[src/rtl/script_loader_if.sv]
`default_nettype none
// ---------------------------------------------------------------------------
// script_loader_if
// UART byte stream into the script loader, plus the instruction read port
// and load status seen by the executor.
// Rev 1.0
// ---------------------------------------------------------------------------
interface script_loader_if #(
    parameter int LEN_BYTES   = 1,
    parameter int INSTR_BYTES = 2
);
    logic [7:0]               dataOut_bits;
    logic                     dataOut_valid;
    logic [8*LEN_BYTES-1:0]   pc;
    logic [8*INSTR_BYTES-1:0] script;
    logic                     script_mode;
    logic                     script_ready;
    logic                     load_error;
    logic [8*LEN_BYTES-1:0]   script_num;

    modport master (
        output dataOut_bits, dataOut_valid, pc,
        input  script, script_mode, script_ready, load_error, script_num
    );

    modport slave (
        input  dataOut_bits, dataOut_valid, pc,
        output script, script_mode, script_ready, load_error, script_num
    );
endinterface
`default_nettype wire

[src/rtl/script_loader.sv]
`default_nettype none
// ---------------------------------------------------------------------------
// script_loader
// Receives a length/checksum framed script from the UART byte stream into a
// byte memory and serves INSTR_BYTES-wide instructions at pc.
// Rev 1.0
// ---------------------------------------------------------------------------
module script_loader #(
    parameter int DEPTH          = 255,
    parameter int LEN_BYTES      = 1,
    parameter int INSTR_BYTES    = 2,
    parameter int TIMEOUT_CYCLES = 1_000_000
) (
    input wire             clock,
    input wire             reset_n,
    script_loader_if.slave bus
);
    localparam int c_AW = 8 * LEN_BYTES;
    localparam int c_MW = $clog2(DEPTH);
    localparam int c_TW = $clog2(TIMEOUT_CYCLES + 1);
    localparam int c_LW = (LEN_BYTES > 1) ? $clog2(LEN_BYTES) : 1;

    typedef enum logic [2:0] {
        S_IDLE = 3'd0,
        S_LEN  = 3'd1,
        S_LOAD = 3'd2,
        S_CHK  = 3'd3,
        S_DONE = 3'd4,
        S_ERR  = 3'd5
    } state_t;

    state_t                   r_state;
    state_t                   w_next;
    logic [c_AW-1:0]          r_size;
    logic [c_AW-1:0]          r_cnt;
    logic [c_AW-1:0]          r_num;
    logic [7:0]               r_sum;
    logic [c_LW-1:0]          r_len_idx;
    logic [c_TW-1:0]          r_timer;
    logic                     r_ready;
    logic                     r_err;
    logic [8*INSTR_BYTES-1:0] r_script;
    logic [8*INSTR_BYTES-1:0] w_rd_word;
    logic [7:0]               mem [0:DEPTH-1];

    logic            w_frame;
    logic            w_header;
    logic            w_timeout;
    logic            w_last_len;
    logic [c_AW-1:0] w_size_new;
    logic [c_AW-1:0] w_cnt_inc;

    assign w_frame    = (r_state == S_LEN) || (r_state == S_LOAD) || (r_state == S_CHK);
    assign w_header   = bus.dataOut_valid && (bus.dataOut_bits[1:0] == 2'b10);
    // A byte in the same cycle as the expiry wins: the timeout needs an empty cycle.
    assign w_timeout  = w_frame && !bus.dataOut_valid && (r_timer == c_TW'(TIMEOUT_CYCLES - 1));
    assign w_last_len = (r_len_idx == c_LW'(LEN_BYTES - 1));
    assign w_size_new = c_AW'({r_size, bus.dataOut_bits});
    assign w_cnt_inc  = r_cnt + c_AW'(1);

    always_ff @(posedge clock or negedge reset_n) begin
        if (!reset_n) begin
            r_state <= S_IDLE;
        end else begin
            r_state <= w_next;
        end
    end

    always_comb begin
        w_next = r_state;
        case (r_state)
            S_IDLE: if (w_header) w_next = S_LEN;
            S_LEN: begin
                if (bus.dataOut_valid) begin
                    if (w_last_len) begin
                        if ({1'b0, w_size_new} > (c_AW + 1)'(DEPTH)) w_next = S_ERR;
                        else if (w_size_new == '0)                   w_next = S_CHK;
                        else                                         w_next = S_LOAD;
                    end
                end else if (w_timeout) begin
                    w_next = S_ERR;
                end
            end
            S_LOAD: begin
                if (bus.dataOut_valid) begin
                    if (w_cnt_inc == r_size) w_next = S_CHK;
                end else if (w_timeout) begin
                    w_next = S_ERR;
                end
            end
            S_CHK: begin
                if (bus.dataOut_valid) w_next = (bus.dataOut_bits == r_sum) ? S_DONE : S_ERR;
                else if (w_timeout)    w_next = S_ERR;
            end
            S_DONE:  w_next = S_IDLE;
            S_ERR:   w_next = S_IDLE;
            default: w_next = S_IDLE;
        endcase
    end

    always_ff @(posedge clock or negedge reset_n) begin
        if (!reset_n) begin
            r_size    <= '0;
            r_cnt     <= '0;
            r_num     <= '0;
            r_sum     <= '0;
            r_len_idx <= '0;
            r_timer   <= '0;
            r_ready   <= 1'b0;
            r_err     <= 1'b0;
            r_script  <= '0;
        end else begin
            r_timer  <= (w_frame && !bus.dataOut_valid) ? r_timer + c_TW'(1) : '0;
            r_script <= w_rd_word;
            case (r_state)
                S_IDLE: begin
                    // The held script stops being valid as soon as a header arrives.
                    if (w_header) begin
                        r_ready   <= 1'b0;
                        r_sum     <= '0;
                        r_size    <= '0;
                        r_len_idx <= '0;
                    end
                end
                S_LEN: begin
                    if (bus.dataOut_valid) begin
                        r_size    <= w_size_new;
                        r_len_idx <= r_len_idx + c_LW'(1);
                        r_cnt     <= '0;
                    end
                end
                S_LOAD: begin
                    if (bus.dataOut_valid) begin
                        r_sum <= r_sum + bus.dataOut_bits;
                        r_cnt <= w_cnt_inc;
                    end
                end
                S_DONE: begin
                    r_ready <= 1'b1;
                    r_err   <= 1'b0;
                    r_num   <= r_size;
                end
                S_ERR: begin
                    r_ready <= 1'b0;
                    r_err   <= 1'b1;
                    r_num   <= '0;
                end
                default: ;
            endcase
        end
    end

    always_ff @(posedge clock) begin
        if ((r_state == S_LOAD) && bus.dataOut_valid) begin
            mem[r_cnt[c_MW-1:0]] <= bus.dataOut_bits;
        end
    end

    // One extra address bit so pc near the top never wraps back to low bytes.
    for (genvar i = 0; i < INSTR_BYTES; i++) begin : g_rd
        logic [c_AW:0] w_addr;
        assign w_addr = {1'b0, bus.pc} + (c_AW + 1)'(i);
        assign w_rd_word[8*(INSTR_BYTES-1-i) +: 8] =
            (r_ready && (w_addr < {1'b0, r_num})) ? mem[w_addr[c_MW-1:0]] : 8'h00;
    end

    assign bus.script       = w_frame ? '0 : r_script;
    assign bus.script_mode  = w_frame;
    assign bus.script_ready = r_ready;
    assign bus.load_error   = r_err;
    assign bus.script_num   = r_num;
endmodule
`default_nettype wire

[src/flat_wrapper.sv]
// flat-port wrapper written by rule: the top's interface ports become plain ports
module script_loader_flat 
#(
    parameter int DEPTH          = 255,
    parameter int LEN_BYTES      = 1,
    parameter int INSTR_BYTES    = 2,
    parameter int TIMEOUT_CYCLES = 1_000_000
)
  (clock, reset_n, bus_dataOut_bits, bus_dataOut_valid, bus_pc, bus_script, bus_script_mode, bus_script_ready, bus_load_error, bus_script_num);
  script_loader_if #(.LEN_BYTES(LEN_BYTES), .INSTR_BYTES(INSTR_BYTES)) bus_i ();
  input wire clock;
  input wire reset_n;
  input wire logic [$bits(bus_i.dataOut_bits)-1:0] bus_dataOut_bits;
  input wire logic [$bits(bus_i.dataOut_valid)-1:0] bus_dataOut_valid;
  input wire logic [$bits(bus_i.pc)-1:0] bus_pc;
  output wire logic [$bits(bus_i.script)-1:0] bus_script;
  output wire logic [$bits(bus_i.script_mode)-1:0] bus_script_mode;
  output wire logic [$bits(bus_i.script_ready)-1:0] bus_script_ready;
  output wire logic [$bits(bus_i.load_error)-1:0] bus_load_error;
  output wire logic [$bits(bus_i.script_num)-1:0] bus_script_num;
  assign bus_i.dataOut_bits = bus_dataOut_bits;
  assign bus_i.dataOut_valid = bus_dataOut_valid;
  assign bus_i.pc = bus_pc;
  assign bus_script = bus_i.script;
  assign bus_script_mode = bus_i.script_mode;
  assign bus_script_ready = bus_i.script_ready;
  assign bus_load_error = bus_i.load_error;
  assign bus_script_num = bus_i.script_num;
  script_loader #(.DEPTH(DEPTH), .LEN_BYTES(LEN_BYTES), .INSTR_BYTES(INSTR_BYTES), .TIMEOUT_CYCLES(TIMEOUT_CYCLES)) u_core (.clock(clock), .reset_n(reset_n), .bus(bus_i));
endmodule
[config.mk]
export PLATFORM = sky130hd
export DESIGN_NAME = script_loader_flat
export DESIGN_NICKNAME = d
export VERILOG_FILES = /design/src/rtl/script_loader_if.sv /design/src/rtl/script_loader.sv /design/src/flat_wrapper.sv
export SDC_FILE = /design/constraint.sdc
export NUM_CORES = 2
export LEC_CHECK = 0
export CAP_MARGIN = 20
export CORE_MARGIN = 8
export CORE_UTILIZATION = 35
export DETAILED_ROUTE_END_ITERATION = 10
export PLACE_DENSITY_LB_ADDON = 0.15
export REMOVE_ABC_BUFFERS = 1
export SLEW_MARGIN = 20
export SYNTH_ARGS = -nofsm -noshare
export SYNTH_HDL_FRONTEND = slang
export SYNTH_SLANG_ARGS = --single-unit
[constraint.sdc]
create_clock -name clock -period 2.8 [get_ports clock]
set_input_delay 0.7 -clock clock [delete_from_list [all_inputs] [get_ports clock]]
set_output_delay 0.7 -clock clock [all_outputs]
set_load 0.02 [all_outputs]
Word level (Yosys, flattened, before mapping). Memory sizes are Yosys's and may differ from the RTL's. Index checks and enable logic that the tools add are counted.

Bits in writable memories: 2040. Input bits: 19. Memories kept: 1. Bits in registers: 74.

Add/sub/neg operators: 5. Multiplexer cells: 30. Equal/unequal tests: 14. $lt $le $gt $ge: 2. Reductions and logical operators: 21.

Memories: u_core.mem (depth 255, bits a word 8, rd ports 2, clocked after memory_dff 0, wr ports 1, RTL line script_loader.sv:44) `logic [7:0] mem [0:DEPTH-1];`.

Operators with widths (count): $pmux 8 s2 (4); $mux 8 (7); $mux 3 (7); $add 20x1->20 const B (1); $eq 20x20->1 const B (1); $mux 20 (1); $eq 8x8->1 (2); $mux 16 (1); $pmux 3 s4 (1); $reduce_and 3->1 (4); $add 8x1->9 const B (1); $lt 9x8->1 (1); $add 8x1->8 const B (1); $add 8x8->8 (1); $logic_not 8->1 (1); $lt 8x8->1 (1); $reduce_bool 2->1 (4); $eq 3x2->1 const B (2); $eq 3x3->1 const B (2); $logic_and 1x1->1 (6); $mux 1 (6); $ne 3x3->1 const B (2); $ne 2x2->1 const B (2); $pmux 1 s2 (2); 10 further kinds (11).

Logic depth before layout (Yosys ltp).
Depth in word-level cells: 8. Gate-level depth with buffers: 14. Mapped depth without buffers: 12.

Least setup slack after synthesis. No wires, ideal clock.

Path type: input port to flip-flop. Start point: input port bus_pc[0]. End point: register u_core.r_script[1]. Stages: 11. Slack: -0.723 ns. Data arrival time: 3.389 ns. Setup time: 0.134 ns. Buffers on the path: 4. Cells stage by stage: ha_1 > buf_2 > buf_6 > buf_2 > buf_2 > mux4_2 > mux4_2 > nand2_1 > a21oi_1 > a2111oi_0 > nor3_1.

Longest elaborated chain between the ends: 4. Elaborated cells between the ends (all ways): 5. Those cells by class: 1 x add/sub; 1 x order compare; 1 x mux; 1 x reduce/logical; 1 x memory.

Ends and longest elaborated chain: start: declaration (RTL line flat_wrapper.sv:15) `input wire logic [$bits(bus_i.pc)-1:0] bus_pc;`; $add 8x1->9 (*) (RTL line script_loader.sv:162) `assign w_addr = {1'b0, bus.pc} + (c_AW + 1)'(i);`; parallel branches: the longest is 2 deep, another holds $mem_v2 255x8; $mux 8 (*) (RTL line script_loader.sv:164) `(r_ready && (w_addr < {1'b0, r_num})) ? mem[w_addr[c_MW-1:0]] : 8'h00;`; net u_core.w_rd_word[1] (RTL line script_loader.sv:43) `logic [8*INSTR_BYTES-1:0] w_rd_word;`; end signal: assignment (RTL line script_loader.sv:114) `r_script <= w_rd_word;`; end: declaration (RTL line script_loader.sv:42) `logic [8*INSTR_BYTES-1:0] r_script;`.

Mark *: on every way through the listed nets, which the timed path passes. A chain may end at the register's enable or synchronous reset.

Final worst setup path.
Start point: input port bus_pc[0]. End point: register u_core.r_script[2].

Same word-level chain as after synthesis.

==> results.json <==
{
  "multi_input_area_sq_um": 34900,
  "synth.distinct_cells": 72,
  "ys_seq_area_share_pct": 63.3,
  "start_util_pct": 35.1,
  "die-area_sq_um": 302000,
  "cts_tree": "done",
  "postSynthAreaPerCell_sq_um": 18.5,
  "switching_share_pct": 25.0,
  "hold_ws_ns": 0.0950,
  "ff_latch_area_sq_um": 63100,
  "fp.dieW_microns": 550,
  "synth_area_leader_cell": "edfxtp_1",
  "ant_nets": 0,
  "portBuffers": 45,
  "ys_async_sr_fraction_pct": 3.50,
  "hold_viol_final": 0,
  "grt_setup_unrepaired": "true",
  "arrival_ns": 3.86,
  "ios": 46,
  "setup_ws_ns": -0.261,
  "gp_congestion": 0.885,
  "tns_ns": -1.80,
  "drc": 0,
  "cts_made_buffers": 232,
  "insertion_delay_ns": 0.92,
  "grt_max_degree": 161,
  "setup_viol": 12,
  "status": "complete, but fails checks",
  "worstMarginPinSlew_ns": 1.23,
  "ys.warnings.count": 0,
  "row_count": 196,
  "relSlewSlack_pct": 17.8,
  "core_sq_um": 284000,
  "final.period_utilization_pct": 109,
  "crit_slowest_cell": "mux4_2",
  "pwr-share-seq_pct": 45.1,
  "intPower_mw": 58.6,
  "grt_pass1_vias": 61400,
  "max_stage_delay_ns": 0.58,
  "ys_seq_elements": 2114,
  "grt_usage_pct": 23.6,
  "yosysTopAreaCellShare_pct": 61.4,
  "path_common_cell": "mux4_2",
  "syn_to_final_growth_pct": 22.8,
  "dr.pass1.iters": 6,
  "p_comb_share_pct": 13.5,
  "grt_antenna_before_repair": 15,
  "crit_type": "input pin to flop",
  "synth_edf_count": 2040,
  "path_cells": "buf_16, ha_4, buf_12, buf_12, buf_16, mux4_2, mux4_2, mux4_2, a2111oi_4, nor3_1",
  "final_max_slew_viol_count": 0,
  "routedWlPerCell_microns": 35.5,
  "layout_common_cells": "edfxtp_1, mux4_2, buf_4, nor2_1, mux2i_1",
  "synth_area_sq_um": 99700,
  "power.net_switching_mw": 19.5,
  "place_hpwl_mm": 252,
  "vias": 61900,
  "path_clk_slew_ns": 0.06,
  "die_h_microns": 550,
  "layout_min_cycle_time_ns": 3.06,
  "drt_wl_total_mm": 367,
  "path_buf_inv": 4,
  "root_buffer": "clkbuf_16",
  "start_kind": "input pin",
  "layout.nets": 6394,
  "leakage_nw": 41.1,
  "path_delay_family": "multiplexers",
  "critPathRequiredTime_ns": 3.60,
  "ir_drop_uv": 536,
  "pre_cts_slack_ns": -1.41,
  "grt-ovfl-total": 0,
  "grt_pass1_wl_mm": 505,
  "htree_levels": 4,
  "synth_ff_type": "edfxtp_1",
  "pwr-share-clk_pct": 41.5,
  "final_common_cell": "edfxtp_1",
  "viasPerCell": 6.00,
  "worstSetupEndpointType": "flop",
  "fillCellCount": 24800,
  "clock_skew_ns": 0.0654,
  "drt-initial-drc-count": 7581,
  "ys_top_cells_by_area": "edfxtp_1, mux4_2, mux2i_1",
  "hold_path_class": "input pin to flop",
  "violations": "setup timing",
  "drv_cap": 0,
  "clock_sinks": 2114,
  "syn_inst": 5402,
  "path_max_fanout": 18,
  "power_density_nw_per_um2": 638,
  "drive_gt1_share_pct": 39.5,
  "cts.path.max_buffers": 4,
  "max_freq_ghz": 0.327
}
## through the flow
stage	utilization [%]	power, mW	std cells	instance area [sq um]
global route	43.1	80.2	10300	122000
floorplan	-	41.2	4978	97600
CTS	42.9	78.5	10300	122000
global placement	39.8	45.9	9827	113000
finish	43.1	78.1	10300	122000
detailed placement	39.8	45.9	9827	113000
## registers in the layout, summed over array words and instances, names as in the netlist
register,count
u_core.r_cnt,8
u_core.r_script,16
u_core.bus.script_ready,1
u_core.bus.load_error,1
u_core.r_timer,20
u_core.bus.script_num,8
u_core.mem,2040
u_core.r_size,8
u_core.r_state,3
u_core.r_len_idx,1
u_core.r_sum,8
## synthesized netlist by cell type, types with 7 or more instances
master,count
nor4_1,9
buf_2,117
nand2b_1,16
clkbuf_1,171
mux2i_1,328
dfrtp_1,74
a211oi_1,15
a31oi_1,21
xnor2_1,19
and3_1,22
o22a_1,8
a221oi_1,9
o2111ai_1,7
xor2_1,16
and2_1,25
ha_1,27
nor2_1,360
nor3_1,61
nand4_1,11
buf_1,43
o211ai_1,10
o21ai_0,71
nand2_1,218
nand3_1,52
inv_1,20
nor2b_1,11
a22oi_1,39
mux4_2,996
buf_4,89
o22ai_1,80
edfxtp_1,2040
a21oi_1,138
o31ai_1,7
o221ai_1,132
a22o_1,22
a21o_1,10
## cell type report
type                       count  area share (%)
clock buffer                 278            4.99
inverter                      29           0.105
sequential                  2114            51.6
antenna                        8          0.0164
tap                         3762            3.84
timing repair buffer        1135            9.44
clock inverter               153            1.54
multi-input combinational   2835            28.5
## worst register-to-register path, cell delays in order (launching register included)
cell,delay (ns)
edfxtp_1,0.42
mux4_2,0.51
mux4_2,0.58
nand2_2,0.15
o311ai_4,0.16
buf_4,0.23
o31a_1,0.17
o22ai_1,0.19
buf_4,0.17
nor3_1,0.05
## what timing repair did
| item | in CTS | in global routing |
|---|---|---|
| pin swaps | 3 | 4 |
| cloned | 10 | 4 |
| endpoints found under the hold margin | 32 | 0 |
| setup buffers | 11 | 22 |
| setup endpoints to repair | 38 | 16 |
| hold buffers | 1 | 0 |
| gates resized for setup | 152 | 58 |
## per-layer routing
metal | GRT usage (%) | routed length (microns) | up-vias | share of wire [%]
met2 | 38.2 | 173000 | 2922 | 47
met3 | 3.97 | 27800 | 535 | 7.6
met5 | 0 | 20 | - | 0.0055
met4 | 7.64 | 14300 | 4 | 3.9
li1 | - | - | 24900 | -
met1 | 32.7 | 151000 | 33600 | 41
## kinds of logic (layout without fill, tap and decap cells)
group	after synthesis	in the layout	synth area share (%)
compound gates	620	620	4.31
mux	1329	1329	25.8
other cells	0	8	0
fa+ha+maj	28	28	0.359
xor+xnor	38	38	0.368
flops	2114	2114	63.3
buf+inv	453	1595	2.22
simple gates	820	820	3.61
## power by group through the flow
stage	clock network (mW)	logic, mW	registers (mW)
2_1_floorplan	0	5.39	35.8
3_3_place_gp	0	9.99	35.9
3_5_place_dp	0	10.0	35.9
4_1_cts	32.9	10.3	35.2
5_1_grt	34.0	11.0	35.2
6_report	32.4	10.5	35.2
## worst paths after layout
path | from | endpoint | slack (ns) | cells after the start
worst max-delay path | bus_pc[0] | u_core.r_script[2] | -0.26 | 10
worst min-delay path | bus_dataOut_bits[3] | u_core.mem[146][3] | 0.1 | 1
worst max register to register | u_core.mem[155][5] | u_core.r_script[13] | 0.06 | 9
worst min register to register | u_core.r_sum[6] | u_core.r_sum[6] | 0.49 | 2
max in group asynchronous | reset_n | u_core.r_script[6] | 1.89 | 3
min in group asynchronous | reset_n | u_core.r_sum[1] | 0.27 | 2
No activity file was read; power rests on OpenSTA's default activity.
